==> config.mk <==
export PLATFORM = sky130hd
export DESIGN_NAME = oam_dma
export DESIGN_NICKNAME = d
export VERILOG_FILES = /design/src/rtl/ppu_pkg.sv /design/src/rtl/oam_dma.sv
export SDC_FILE = /design/constraint.sdc
export NUM_CORES = 1
export LEC_CHECK = 0
export BUFFER_PORTS_ARGS = -buffer_cell sky130_fd_sc_hd__buf_2
export CAP_MARGIN = 20
export CORE_ASPECT_RATIO = 0.5
export CORE_UTILIZATION = 54
export DETAILED_ROUTE_END_ITERATION = 7
export PLACE_DENSITY = 0.83
export REMOVE_ABC_BUFFERS = 1
export SYNTH_ARGS = -nofsm -noshare
export SYNTH_HDL_FRONTEND = slang
export SYNTH_SLANG_ARGS = --single-unit
export TNS_END_PERCENT = 30
==> constraint.sdc <==
create_clock -name clk -period 4.5 [get_ports clk]
set_input_delay 0.45 -clock clk [delete_from_list [all_inputs] [get_ports clk]]
set_output_delay 0.45 -clock clk [all_outputs]
set_load 0.1 [all_outputs]
==> src/rtl/ppu_pkg.sv <==
// Shared PPU-side types and constants: OAM DMA state encoding and register map.
package ppu_pkg;

    typedef enum logic [2:0] {
        IDLE  = 3'd0,
        HALT  = 3'd1,
        ALIGN = 3'd2,
        READ  = 3'd3,
        WRITE = 3'd4
    } oam_dma_state_t;

    localparam logic [2:0]  PPU_REG_OAMDATA = 3'd4;
    localparam logic [15:0] OAM_DMA_ADDR    = 16'h4014;
    localparam int unsigned OAM_CNT_W       = 9;

endpackage

==> src/rtl/oam_dma.sv <==
// OAM DMA initiator: on a $4014 write, halts the CPU and copies one page of
// CPU memory into PPU OAMDATA through the PPU register port.
// Optional macro DMA_ALIGN_EN adds the odd-cycle ALIGN state.
module oam_dma
    import ppu_pkg::*;
#(
    parameter int unsigned XFER_LEN     = 256,
    parameter logic [2:0]  OAM_REG_ADDR = PPU_REG_OAMDATA
) (
    input  logic        clk,
    input  logic        reset,
    input  logic        dma_start,
    input  logic [7:0]  dma_page,
    input  logic        cpu_odd_cycle,
    output logic        cpu_rdy,
    output logic        busy,
    output logic        done,
    output logic [15:0] mem_addr,
    output logic        mem_rd,
    input  logic [7:0]  mem_data_in,
    output logic        ppu_reg_cs,
    output logic        ppu_reg_we,
    output logic [2:0]  ppu_reg_addr,
    output logic [7:0]  ppu_data_out
);

    localparam logic [OAM_CNT_W-1:0] XFER_LEN_C = OAM_CNT_W'(XFER_LEN);

    oam_dma_state_t         state, state_n;
    logic [7:0]             page, page_n;
    logic [OAM_CNT_W-1:0]   count, count_n;

    logic                   cpu_rdy_n, busy_n, done_n, mem_rd_n;
    logic [15:0]            mem_addr_n;
    logic                   ppu_reg_cs_n, ppu_reg_we_n;
    logic [2:0]             ppu_reg_addr_n;

`ifndef DMA_ALIGN_EN
    logic unused_odd_cycle;
    assign unused_odd_cycle = cpu_odd_cycle;
`endif

    // State, page and byte-count registers
    always_ff @(posedge clk or posedge reset) begin
        if (reset) begin
            state <= IDLE;
            page  <= 8'h00;
            count <= '0;
        end else begin
            state <= state_n;
            page  <= page_n;
            count <= count_n;
        end
    end

    // Next-state logic; outputs are decoded from the next state so they register cleanly
    always_comb begin
        state_n        = state;
        page_n         = page;
        count_n        = count;
        done_n         = 1'b0;

        case (state)
            IDLE: begin
                if (dma_start) begin
                    page_n  = dma_page;
                    count_n = '0;
                    state_n = HALT;
                end
            end
            HALT: begin
`ifdef DMA_ALIGN_EN
                state_n = cpu_odd_cycle ? ALIGN : READ;
`else
                state_n = READ;
`endif
            end
            ALIGN: state_n = READ;
            READ:  state_n = WRITE;
            WRITE: begin
                count_n = OAM_CNT_W'(count + OAM_CNT_W'(1));
                if (count_n == XFER_LEN_C) begin
                    state_n = IDLE;
                    done_n  = 1'b1;
                end else begin
                    state_n = READ;
                end
            end
            default: state_n = IDLE;
        endcase

        cpu_rdy_n      = (state_n == IDLE);
        busy_n         = (state_n != IDLE);
        mem_rd_n       = (state_n == READ);
        mem_addr_n     = (state_n == READ) ? {page_n, count_n[7:0]} : 16'h0000;
        ppu_reg_cs_n   = (state_n == WRITE);
        ppu_reg_we_n   = (state_n == WRITE);
        ppu_reg_addr_n = (state_n == WRITE) ? OAM_REG_ADDR : 3'd0;
    end

    // Registered bus-side outputs
    always_ff @(posedge clk or posedge reset) begin
        if (reset) begin
            cpu_rdy      <= 1'b1;
            busy         <= 1'b0;
            done         <= 1'b0;
            mem_rd       <= 1'b0;
            mem_addr     <= 16'h0000;
            ppu_reg_cs   <= 1'b0;
            ppu_reg_we   <= 1'b0;
            ppu_reg_addr <= 3'd0;
        end else begin
            cpu_rdy      <= cpu_rdy_n;
            busy         <= busy_n;
            done         <= done_n;
            mem_rd       <= mem_rd_n;
            mem_addr     <= mem_addr_n;
            ppu_reg_cs   <= ppu_reg_cs_n;
            ppu_reg_we   <= ppu_reg_we_n;
            ppu_reg_addr <= ppu_reg_addr_n;
        end
    end

    // Read data flows straight to the PPU during the write cycle
    assign ppu_data_out = (state == WRITE) ? mem_data_in : 8'h00;

endmodule

# [After elaboration in Yosys (flattened, before gate mapping)]
# Cells that the tools add are included.
[totals] reg_bits=44 ramBits=0 n_memories=0 latch_bits=0 input_bits=20 wordCells=38 mem_bits_ro=0 out_inout_bits=33
[op_classes] n_addsub=1 shifts=0 div=0 magnitude_cmp=0 n_eq_ne=8 n_mul=0 muxes=12 bitwise=0 n_reduce_logical=6
[ops] operator="2-to-1 mux 8 bit" count=3
[ops] operator="one-hot mux 9 bit (2 select lines)" count=1
[ops] operator="2-to-1 mux 16 bit" count=1
[ops] operator="one-hot mux 3 bit (4 select lines)" count=1
[ops] operator="adder 9 x 1 -> 9 bit, second input constant" count=1
[ops] operator="== test 3 x 2 -> 1 bit, second input constant" count=3
[ops] operator="== test 9 bit, second input constant" count=1
[ops] operator="2-to-1 mux 9 bit" count=1
[ops] operator="== test 3 bit, second input constant" count=2
[ops] operator="zero test 3 bit" count=2
[ops] operator="2-to-1 mux 3 bit" count=2
[ops] operator="== test 3 x 1 -> 1 bit, second input constant" count=1
[ops] operator="nonzero test 3 bit" count=1
[ops] operator="2-to-1 mux 1 bit" count=2
[ops] operator="2-to-1 mux 2 bit" count=1
[ops] operator="inequality test 2 bit, second input constant" count=1
[ops] operator="AND reduction 2 bit" count=1
[ops] operator="nonzero test 2 bit" count=1
[ops] operator="OR reduction 2 bit" count=1

# [Logic depth before layout (Yosys ltp)]
[depth] ltp_word=6 depth_mapped=8 mapped_depth_nobuf=6

# [Least setup slack after synthesis]
# Ideal clock, no wire load.
[synth_path] path_kind="reg-to-output" startpoint="reg state[1]" endpoint="out ppu_data_out[0]" path_slack_ns=2.256 arrival_time_ns=1.794 t_required_ns=4.050 path_buffers=1 stages_incl_launch_ff=4 cell_sequence="dfrtp_1 > nor3b_2 > clkbuf_1 > and2_1"
[synth_via] elab_chain_len=2
[synth_lines] element="start, declared" line_no="oam_dma.sv:29" source="oam_dma_state_t state, state_n;"
[synth_lines] element="start signal, assigned" line_no="oam_dma.sv:50" source="state <= state_n;"
[synth_lines] element="== test 3 bit" line_no="oam_dma.sv:125" source="assign ppu_data_out = (state == WRITE) ? mem_data_in : 8'h00;"
[synth_lines] element="2-to-1 mux 8 bit" line_no="oam_dma.sv:125"
[synth_lines] element="end, declared" line_no="oam_dma.sv:24" source="output logic [7:0] ppu_data_out"
# No other way between the ends.

# [Worst setup path in the final report]
[layout_path] startpoint="reg state[2]" endpoint="out ppu_data_out[3]"
# Same word-level chain as after synthesis.

==> run_results.csv <==
group,metric,value,unit
synthesis,syn_inst,152,
timing,finalMaxSlewViolations,0,
outcome,status,"complete, no violations",
routing,wirelength,3185,microns
cts,htree_levels,2,
setup_path,r2r_cells,5,
synthesis,synth_top_family_by_area,"simple AND/OR/NAND/NOR gates",
cts,clk_pin_slew,0.07,ns
timing,hold_slack,0.2829,ns
setup_path,cp_data_arrival_time,2.11,ns
setup_path,crit_chain,"nor3b_2 > and2_1 > buf_2",
cts,cts_root_buffer,"clkbuf_8",
global_routing,antenna_found_initial,0,
placed_design,place_congestion,0.7890,
timing,fmax,390.5,MHz
cts,post-cts-setup-buffer-count,0,
global_routing,overflow,0,
global_routing,grt_max_degree,42,
synthesis,synth-xor-area-share,0.01463,
timing,worst_pin_slew,0.8210,ns
global_routing,grt_pass1_wl,5147,microns
synthesis,synthAdderAreaFrac,0.01394,
cts,cts_sinks,41,
finish,seq_area,1027,sq um
finish,multi_input_area,698.2,sq um
timing,finalCritPeriodShare,0.5690,
routing,wire_per_inst,13.22,microns
synthesis,synth_edf_count,0,
setup_path,slowest_delay,0.72,ns
pwr,p_per_area,312.3,nW/um^2
finish,final_common_cell,"buf_2",
synthesis,netlist_area,1795,sq um
finish,nFillCells,228,
placed_design,port_buffers,49,
finish,final-instance-count-excl-fill,241,
setup_path,crit_type,"reg2out",
timing,skew,0.005985,ns
cts,ctsHoldBuffers,0,
synthesis,syn_avg_cell_area,11.81,sq um
timing,final.min_clock_period,2.561,ns
cts,cts_buffers,5,
timing,fin_setup_tns,0,ns
cts,cts_buffer_depth,2,
setup_path,cp.required,4.05,ns
routing,dr.pass1.iters,4,
placed_design,post-place-cells,233,
setup_path,crit_buf_inv,1,
finish,final_cell_mix,"buf_2, dfrtp_1, and2_1",
floorplan,fp.dieH,42.78,microns
synthesis,synth_cell_types,44,
pwr,ir_drop,0.0002399,V
setup_path,cp-start-kind,"flop",
floorplan,rows,14,
synthesis,synth_compound_area_frac,0.1122,
routing,vias,1285,
cts,post_cts_resized,0,
placed_design,place_hpwl,2192,microns
timing,maxSlewHeadroom,0.4502,
synthesis,synth.yosys.warnings,0,
floorplan,die_width,83.55,microns
routing,ant_nets,0,
timing,setup_viol_count_final,0,
global_routing,grt_use_total,0.1949,
setup_path,cp-end-kind,"primary output",
synthesis,async_flop_share,1.000,
synthesis,ys_ff_latch,41,
finish,drive_above_1_share,0.3930,
setup_path,cp_slowest_cell,"nor3b_2",
routing,drc,0,
worst_hold_path,hold_class,"in2async",
timing,rsz0062_at_grt,"false",
timing,hold_violations,0,
setup_path,cp.depth,3,
floorplan,boundaryPins,53,
pwr,p_leak,1.041,nW
routing,drtIter0Drc,125,
floorplan,die-area,3574,sq um
cts,insertion_delay,0.28,ns
setup_path,crit_family,"simple AND/OR/NAND/NOR gates",
finish,final_nets,223,
floorplan,start_util,0.5824,
global_routing,first_global_vias,1172,
setup_path,crit_fanout,17,
finish,n_antenna_cell,0,
floorplan,coreArea,3083,sq um
job,drv_cap,0,
synthesis,synth_seq_area_share,0.5721,
synthesis,synth_flop_cell,"dfrtp_1",
finish,area_growth,19.02,%
synthesis,synthMuxAreaShare,0.05575,
synthesis,synth_simple_gate_area_frac,0.1847,
cts,cts_tree,"built",
routing,via_per_inst,5.332,
==> metrics by stage <==
step | area (sq um) | worst slack, ns | util | power [W]
floorplan | 1734 | 1.976 | - | 0.0004287
global placement | 2043 | 2.117 | 0.6627 | 0.0004424
detailed placement | 2043 | 2.007 | 0.6627 | 0.0004436
CTS | 2130 | 1.918 | 0.6907 | 0.0006761
global route | 2137 | 1.705 | 0.6932 | 0.0006958
finish | 2137 | 1.939 | 0.6932 | 0.0006673
==> synth_stat cells (2+ instances only) <==
| library cell | count | area, sq um |
|---|---|---|
| dfrtp_1 | 40 | 1001 |
| ha_1 | 2 | 25.02 |
| a21oi_1 | 3 | 15.01 |
| o21ai_0 | 7 | 35.03 |
| xor2_1 | 2 | 17.52 |
| nand2_1 | 6 | 22.52 |
| or3b_1 | 2 | 17.52 |
| clkbuf_1 | 3 | 11.26 |
| inv_1 | 4 | 15.01 |
| nor2b_1 | 4 | 25.02 |
| buf_4 | 5 | 37.54 |
| nor2b_2 | 8 | 70.07 |
| nor2_1 | 8 | 30.03 |
| mux2_2 | 8 | 90.09 |
| and2_1 | 10 | 62.56 |
| o31ai_1 | 2 | 15.01 |
| nand3_1 | 5 | 25.02 |
| o41ai_1 | 2 | 17.52 |
| nand2b_1 | 2 | 12.51 |
| nor3_1 | 2 | 10.01 |
| a21boi_0 | 4 | 30.03 |
==> sequential cells by signal (all words and copies together), names as in the netlist <==
signal and count:
mem_addr 16, count 9, page 8, state 3, busy 1, cpu_rdy 1, done 1, mem_rd 1
ppu_reg_addr 1
==> worst reg2reg max path: stages (launching register included) <==
cell and delay [ns]:
dfrtp_1 0.46, nor3b_2 0.72, nor2_1 0.30, o21ai_0 0.23, o31ai_1 0.11, a21boi_0 0.17
==> worst paths after layout <==
check	slack, ns	to	from
hold / removal	0.28	mem_rd	reset
setup / recovery	1.94	ppu_data_out[3]	state[2]
hold reg to reg	0.49	page[5]	page[5]
max in group asynchronous	3.86	cpu_rdy	reset
setup reg to reg	2.35	mem_addr[3]	state[2]
min in group clk	0.41	page[3]	dma_page[3]
==> cell families (layout without fill, tap and decap cells) <==
kind of cell | after synthesis | count (layout)
adders and majority gates | 2 | 2
xor gates and xnor gates | 3 | 3
DFF | 41 | 41
AOI/OAI and AO/OA | 28 | 28
muxes | 9 | 9
other | 1 | 2
buffers and inverters | 14 | 62
and+or+nand+nor | 54 | 54
==> where the power goes <==
group,switching [W],total [W],internal (W)
clock network,0.000110,0.000231,0.000121
logic,0.0000464,0.0000590,0.0000126
registers,0.00000170,0.000377,0.000375
total,0.000158,0.000667,0.000509
==> area by class of cell <==
type / count / area share
sequential: 41 / 0.4807
multi-input combinational: 98 / 0.3267
timing repair buffer: 51 / 0.1218
clock buffer: 7 / 0.04040
tap: 40 / 0.02342
inverter: 4 / 0.007026
==> metal layers <==
layer  track usage  vias up  part of all wire
li1              -      617                 -
met1        0.2240      609              0.43
met2        0.3295       55              0.49
met3       0.07782        4             0.062
met4       0.08814        0             0.012
met5             0        -                 0
No activity file was read; power rests on OpenSTA's default activity.
